===== src/rtl/uart_cmd_parser_if.sv =====
// rtl/uart_cmd_parser_if.sv - byte-in / command-out signal bundle for uart_cmd_parser
//
// Groups the receive byte strobe, the command handshake and the status pulses.
//   master : the parser side (consumes rx_*, cmd_ready; drives cmd_*, err_*, busy)
//   slave  : the environment side (UART RX stage plus command consumer)
//
//   rx_stb       1   1-cycle strobe: rx_data valid
//   rx_data      8   received byte
//   cmd_valid    1   command available
//   cmd_ready    1   consumer accepts command
//   cmd_op       8   opcode
//   cmd_addr     32  address
//   cmd_wdata    32  write data
//   err_csum     1   pulse: checksum mismatch, frame discarded
//   err_drop     1   pulse: byte discarded while a command was pending
//   err_timeout  1   pulse: frame abandoned on inter-byte timeout
//   busy         1   parser is not idle
interface uart_cmd_parser_if;
  logic        rx_stb;
  logic [7:0]  rx_data;
  logic        cmd_valid;
  logic        cmd_ready;
  logic [7:0]  cmd_op;
  logic [31:0] cmd_addr;
  logic [31:0] cmd_wdata;
  logic        err_csum;
  logic        err_drop;
  logic        err_timeout;
  logic        busy;

  modport master (
    input  rx_stb, rx_data, cmd_ready,
    output cmd_valid, cmd_op, cmd_addr, cmd_wdata,
           err_csum, err_drop, err_timeout, busy
  );

  modport slave (
    output rx_stb, rx_data, cmd_ready,
    input  cmd_valid, cmd_op, cmd_addr, cmd_wdata,
           err_csum, err_drop, err_timeout, busy
  );
endinterface


===== src/rtl/uart_cmd_parser.sv =====
// rtl/uart_cmd_parser.sv - assembles checksummed 11-byte command frames from a UART byte stream
//
// Frame: SYNC, OP, ADDR[31:24]..ADDR[7:0], WDATA[31:24]..WDATA[7:0], CSUM (multi-byte fields
// MSB first). CSUM is the XOR of the nine bytes OP..WDATA[7:0]. A good frame is presented on
// a valid/ready handshake; error conditions are reported as registered 1-cycle pulses.
//
// Ports:
//   clk   in  system clock
//   rst   in  synchronous reset, active-high; aborts any frame or pending command
//   bus   uart_cmd_parser_if.master (rx_stb/rx_data in, cmd_* handshake, err_* pulses, busy)
//
// Parameters:
//   SYNC_BYTE    frame start marker
//   TIMEOUT_CYC  inter-byte timeout in clk cycles (>= 1)
//
// Build option: define CMD_PARSER_TIMEOUT_EN to abandon partial frames after TIMEOUT_CYC
// strobe-free cycles; without it err_timeout is tied low and a partial frame waits forever.
module uart_cmd_parser #(
  parameter logic [7:0]  SYNC_BYTE   = 8'hA5,
  parameter int unsigned TIMEOUT_CYC = 1_000_000
) (
  input  logic              clk,
  input  logic              rst,
  uart_cmd_parser_if.master bus
);

  typedef enum logic [2:0] {
    S_IDLE,
    S_OP,
    S_ADDR,
    S_DATA,
    S_CSUM,
    S_HOLD
  } state_t;

  state_t      state, state_nxt;
  logic [1:0]  byte_cnt, byte_cnt_nxt;
  logic [7:0]  csum_acc, csum_nxt;
  logic [7:0]  op_q, op_nxt;
  logic [31:0] addr_q, addr_nxt;
  logic [31:0] wdata_q, wdata_nxt;
  logic        err_csum_q, err_csum_nxt;
  logic        err_drop_q, err_drop_nxt;
  logic        err_timeout_q, err_timeout_nxt;
  logic        in_hold;
  logic        tmo_hit;

  assign in_hold = (state == S_HOLD);

`ifdef CMD_PARSER_TIMEOUT_EN
  localparam int TW = $clog2(TIMEOUT_CYC + 1);

  logic [TW-1:0] tmo_cnt;
  logic          in_frame;

  assign in_frame = (state == S_OP) || (state == S_ADDR) ||
                    (state == S_DATA) || (state == S_CSUM);

  // Counts strobe-free cycles since the last accepted byte. Firing on the
  // TIMEOUT_CYC-th empty cycle means a strobe landing on that same cycle
  // clears the count instead and wins.
  assign tmo_hit = in_frame && !bus.rx_stb && (tmo_cnt == TW'(TIMEOUT_CYC - 1));

  always_ff @(posedge clk) begin
    if (rst || !in_frame || bus.rx_stb || tmo_hit) begin
      tmo_cnt <= '0;
    end else begin
      tmo_cnt <= tmo_cnt + TW'(1);
    end
  end
`else
  // Counter compiled out; the expression only keeps TIMEOUT_CYC referenced.
  assign tmo_hit = (TIMEOUT_CYC == 0) && 1'b0;
`endif

  always_ff @(posedge clk) begin
    if (rst) begin
      state         <= S_IDLE;
      byte_cnt      <= '0;
      csum_acc      <= '0;
      op_q          <= '0;
      addr_q        <= '0;
      wdata_q       <= '0;
      err_csum_q    <= 1'b0;
      err_drop_q    <= 1'b0;
      err_timeout_q <= 1'b0;
    end else begin
      state         <= state_nxt;
      byte_cnt      <= byte_cnt_nxt;
      csum_acc      <= csum_nxt;
      op_q          <= op_nxt;
      addr_q        <= addr_nxt;
      wdata_q       <= wdata_nxt;
      err_csum_q    <= err_csum_nxt;
      err_drop_q    <= err_drop_nxt;
      err_timeout_q <= err_timeout_nxt;
    end
  end

  always_comb begin
    state_nxt       = state;
    byte_cnt_nxt    = byte_cnt;
    csum_nxt        = csum_acc;
    op_nxt          = op_q;
    addr_nxt        = addr_q;
    wdata_nxt       = wdata_q;
    err_csum_nxt    = 1'b0;
    err_drop_nxt    = 1'b0;
    err_timeout_nxt = 1'b0;

    case (state)
      S_IDLE: begin
        if (bus.rx_stb && (bus.rx_data == SYNC_BYTE)) begin
          state_nxt    = S_OP;
          csum_nxt     = '0;
          byte_cnt_nxt = '0;
        end
      end

      S_OP: begin
        if (bus.rx_stb) begin
          op_nxt    = bus.rx_data;
          csum_nxt  = csum_acc ^ bus.rx_data;
          state_nxt = S_ADDR;
        end
      end

      S_ADDR: begin
        if (bus.rx_stb) begin
          addr_nxt     = {addr_q[23:0], bus.rx_data};
          csum_nxt     = csum_acc ^ bus.rx_data;
          byte_cnt_nxt = byte_cnt + 2'd1;
          if (byte_cnt == 2'd3) begin
            state_nxt = S_DATA;
          end
        end
      end

      S_DATA: begin
        if (bus.rx_stb) begin
          wdata_nxt    = {wdata_q[23:0], bus.rx_data};
          csum_nxt     = csum_acc ^ bus.rx_data;
          byte_cnt_nxt = byte_cnt + 2'd1;
          if (byte_cnt == 2'd3) begin
            state_nxt = S_CSUM;
          end
        end
      end

      S_CSUM: begin
        if (bus.rx_stb) begin
          if (bus.rx_data == csum_acc) begin
            state_nxt = S_HOLD;
          end else begin
            err_csum_nxt = 1'b1;
            state_nxt    = S_IDLE;
          end
        end
      end

      S_HOLD: begin
        // The RX stage cannot be stalled, so any byte arriving while the
        // command waits is lost, including on the transfer cycle itself.
        if (bus.rx_stb) begin
          err_drop_nxt = 1'b1;
        end
        if (bus.cmd_ready) begin
          state_nxt = S_IDLE;
        end
      end

      default: begin
        state_nxt = S_IDLE;
      end
    endcase

    if (tmo_hit) begin
      state_nxt       = S_IDLE;
      byte_cnt_nxt    = '0;
      err_timeout_nxt = 1'b1;
    end
  end

  assign bus.cmd_valid   = in_hold;
  assign bus.cmd_op      = op_q;
  assign bus.cmd_addr    = addr_q;
  assign bus.cmd_wdata   = wdata_q;
  assign bus.err_csum    = err_csum_q;
  assign bus.err_drop    = err_drop_q;
  assign bus.err_timeout = err_timeout_q;
  assign bus.busy        = (state != S_IDLE);

endmodule


===== src/flat_wrapper.sv =====
// flat-port wrapper written by rule: the top's interface ports become plain ports
module uart_cmd_parser_flat 
#(
  parameter logic [7:0]  SYNC_BYTE   = 8'hA5,
  parameter int unsigned TIMEOUT_CYC = 1_000_000
)
  (clk, rst, bus_rx_stb, bus_rx_data, bus_cmd_ready, bus_cmd_valid, bus_cmd_op, bus_cmd_addr, bus_cmd_wdata, bus_err_csum, bus_err_drop, bus_err_timeout, bus_busy);
  uart_cmd_parser_if bus_i ();
  input  logic clk;
  input  logic rst;
  input wire logic [$bits(bus_i.rx_stb)-1:0] bus_rx_stb;
  input wire logic [$bits(bus_i.rx_data)-1:0] bus_rx_data;
  input wire logic [$bits(bus_i.cmd_ready)-1:0] bus_cmd_ready;
  output wire logic [$bits(bus_i.cmd_valid)-1:0] bus_cmd_valid;
  output wire logic [$bits(bus_i.cmd_op)-1:0] bus_cmd_op;
  output wire logic [$bits(bus_i.cmd_addr)-1:0] bus_cmd_addr;
  output wire logic [$bits(bus_i.cmd_wdata)-1:0] bus_cmd_wdata;
  output wire logic [$bits(bus_i.err_csum)-1:0] bus_err_csum;
  output wire logic [$bits(bus_i.err_drop)-1:0] bus_err_drop;
  output wire logic [$bits(bus_i.err_timeout)-1:0] bus_err_timeout;
  output wire logic [$bits(bus_i.busy)-1:0] bus_busy;
  assign bus_i.rx_stb = bus_rx_stb;
  assign bus_i.rx_data = bus_rx_data;
  assign bus_i.cmd_ready = bus_cmd_ready;
  assign bus_cmd_valid = bus_i.cmd_valid;
  assign bus_cmd_op = bus_i.cmd_op;
  assign bus_cmd_addr = bus_i.cmd_addr;
  assign bus_cmd_wdata = bus_i.cmd_wdata;
  assign bus_err_csum = bus_i.err_csum;
  assign bus_err_drop = bus_i.err_drop;
  assign bus_err_timeout = bus_i.err_timeout;
  assign bus_busy = bus_i.busy;
  uart_cmd_parser #(.SYNC_BYTE(SYNC_BYTE), .TIMEOUT_CYC(TIMEOUT_CYC)) u_core (.clk(clk), .rst(rst), .bus(bus_i));
endmodule

===== config.mk =====
export PLATFORM = sky130hd
export DESIGN_NAME = uart_cmd_parser_flat
export DESIGN_NICKNAME = d
export VERILOG_FILES = /design/src/rtl/uart_cmd_parser_if.sv /design/src/rtl/uart_cmd_parser.sv /design/src/flat_wrapper.sv
export SDC_FILE = /design/constraint.sdc
export NUM_CORES = 1
export LEC_CHECK = 0
export ABC_AREA = 0
export BUFFER_PORTS_ARGS = -buffer_cell sky130_fd_sc_hd__buf_2
export CAP_MARGIN = 20
export CORE_MARGIN = 2
export CORE_UTILIZATION = 44
export DETAILED_ROUTE_END_ITERATION = 12
export GPL_TIMING_DRIVEN = 0
export PLACE_DENSITY = 0.71
export SLEW_MARGIN = 20
export SYNTH_ARGS = -nofsm -noshare
export SYNTH_HDL_FRONTEND = slang
export SYNTH_SLANG_ARGS = --single-unit

===== constraint.sdc =====
create_clock -name clk -period 1.45 [get_ports clk]
set_clock_uncertainty 0.05 [all_clocks]
set_input_delay 0.29 -clock clk [delete_from_list [all_inputs] [get_ports clk]]
set_output_delay 0.29 -clock clk [all_outputs]
set_load 0.1 [all_outputs]

==> summary.txt <==
Worst slew pin tran = 0.775 ns
Syn Std Cell Area = 3490 sq um
Uppermost routed layer = met4
Failing checks = negative setup slack
Commonest non-fill, non-tap cell in the layout = nand2_1
Comb pwr share = 0.043
Period utilization = 1.18
Initial antenna violation count = 0
N_diodes = 0
Number of synthesized flops with an enable pin = 0
DR WL met2 = 5.32 mm
CP max FO = 3
Initial DRC count = 169
Final Critical Period = 1.71 ns
RSZ-0062 raised after global routing = yes
Worst Setup End Kind = output port
Crit path DAT = 1.37 ns
Reported max-cap violation count = 0
WS Path Type = reg -> out
Synth top area cells = dfxtp_1, nand2_1, a21oi_1, buf_2, xor2_1
Slew margin rel. = 0.483
Clock Latency Late Sink = 0.36 ns
Final setup margin = -0.258 ns
IO buf count = 85
Area of the multi-input gates = 1910 sq um
Vias post-DR = 3466
Total chip power = 4.29 mW
Synthesis-to-layout area growth = 45.9%
Sw frac = 0.247
First-pass GRT wire length = 15.1 mm
IO Count = 89
Register area share after synthesis = 0.499
CTS Buffer Depth = 2
Clk pwr share = 0.401
Met3 WL = 636 microns
# setup viols final = 46
Grt total ovfl = 0
# rows = 32
Outcome = finished with violations
Max Slew Vio Count = 0
Total GRT Usage = 0.221
Slowest stage delay, CP = 0.37 ns
Routed length per instance = 15.7 microns
WL met1 = 4.20 mm
Hold slack = 0.197 ns
Top cell type's share of synthesized area = 0.499
Synthesized flop and latch total = 87
Syn_area_per_cell = 8.06 sq um
Commonest cells after routing, fill and taps aside = nand2_1, buf_4, dfxtp_1
First-pass iteration count of the detailed router = 4
Worst VDD drop = 0.393 mV
CTS root buf = clkbuf_8
Layout cells sized above 1 = 0.415
Fin cells = 659
Vias in the first global route = 3078
Critical Path RT = 1.11 ns
Async set-reset flop share out of synthesis = 0
HPWL after DPL = 6.25 mm
GP Congestion = 0.823
Yosys warning total = 0
Clock slew at reported path FFs = 0.09 ns
Initial core utilization = 0.454
Nets@finish = 566
Routed wire length = 10.3 mm
Via/cell ratio = 5.26
Drc violations = 0
Worst Setup Start Kind = flop
Power Density = 843 nW/um^2
Reg area = 1750 sq um
Sequential Power Share = 0.556
Post-route ant nets = 0
Cell Int Power = 3.23 mW
Largest net degree at the start of global routing = 16
Synth Net Count = 446
Die area = 8660 sq um
Static Leak = 1.96 nW
Placed insts = 620
Synth Instances = 433
Synth cell types = 44
Die width = 93.0 microns
Fmax = 585 MHz
Sw power = 1.06 mW
Crit path cell chain = buf_6 -> or3_4 -> buf_12
# fillers = 652
Worst min path class = in -> reg
Area leader, netlist = dfxtp_1
H-tree depth = 3
CTS buffer count = 9
Place WS = -0.311 ns
Placeable Area = 7690 sq um
Die Y-Extent = 93.0 microns
CTS tree = yes
Fin Setup TNS = -4.98 ns
Clock Sinks = 87
Slowest CP cell = or3_4
Main synth FF type = dfxtp_1
Hold Fails Final Rpt = 0
-- synthesized netlist by cell type (3+ instances only) --
library cell / count
nand2_1: 150
dfxtp_1: 87
a21oi_1: 86
buf_2: 17
o21ai_1: 11
clkbuf_1: 9
nor3b_1: 8
xor2_1: 8
nor2b_1: 7
o21ai_0: 4
nand3_1: 3
nor2_2: 3
-- per-layer routing --
metal	global-route usage	vias to the layer above
li1	-	1685
met1	0.283	1667
met2	0.372	101
met3	0.0403	13
met4	0.0833	0
met5	0	-
-- area by class of cell --
| class | count | area share |
|---|---|---|
| Buffer | 30 | 0.0430 |
| Inverter | 2 | 0.00246 |
| Tap cell | 102 | 0.0251 |
| Clock inverter | 6 | 0.0138 |
| Timing Repair Buffer | 109 | 0.173 |
| Multi-Input combinational cell | 314 | 0.375 |
| Sequential cell | 87 | 0.344 |
| Clock buffer | 9 | 0.0243 |
-- worst paths after layout --
| kind | from | to | slack [ns] | depth (start not counted) |
|---|---|---|---|---|
| setup reg to reg | u_core.state[0] | u_core.byte_cnt[0] | -0.21 | 7 |
| hold reg to reg | u_core.bus.cmd_wdata[24] | u_core.bus.cmd_wdata[24] | 0.41 | 2 |
| setup / recovery | u_core.state[0] | bus_busy | -0.26 | 3 |
| hold / removal | bus_rx_data[0] | u_core.bus.cmd_wdata[0] | 0.20 | 3 |
-- stage by stage --
step                 util  instance area (sq um)
finish              0.662                   5090
global route        0.662                   5090
CTS                 0.599                   4610
detailed placement  0.528                   4060
global placement    0.528                   4060
floorplan               -                   3510
-- worst max-delay path, delay by kind of cell, from the launching register on --
family	cells	cell delay, ns
and+or+nand+nor	1	0.37
DFF	1	0.33
buffers and inverters	2	0.29
-- logic make-up after synthesis --
| family | count (synthesis) | synth area share |
|---|---|---|
| and+or+nand+nor | 194 | 0.256 |
| xor gates and xnor gates | 8 | 0.0201 |
| adders and majority gates | 1 | 0.00359 |
| muxes | 1 | 0.00430 |
| AOI/OAI and AO/OA | 109 | 0.169 |
| buffers and inverters | 32 | 0.0459 |
| DFF | 87 | 0.499 |
| other | 1 | 0.00108 |
-- power groups by stage --
stage | Sequential [mW] | Combinational, mW | Clock (mW)
after floorplan | 2.45 | 0.0936 | 0
after global placement | 2.44 | 0.159 | 0
after detailed placement | 2.44 | 0.162 | 0
after CTS | 2.39 | 0.168 | 1.72
after global routing | 2.38 | 0.198 | 1.83
final | 2.38 | 0.185 | 1.72
-- sequential cells by signal (all words and copies together) (netlist names) --
name and cells:
u_core.csum_acc 8, u_core.bus.err_drop 1, u_core.bus.cmd_op 8, u_core.bus.err_csum 1
u_core.state 3, u_core.bus.cmd_wdata 32, u_core.bus.cmd_addr 32, u_core.byte_cnt 2
-- repair_timing --
| action | in CTS | in global routing |
|---|---|---|
| resized for setup | 98 | 117 |
| endpoints found under the setup margin | 132 | 86 |
| gates cloned | 0 | 6 |
| pin swaps | 5 | 55 |
| hold buffers | 0 | 0 |
| setup buffers | 8 | 10 |
Note: power is estimated with default switching activity, not from simulation.
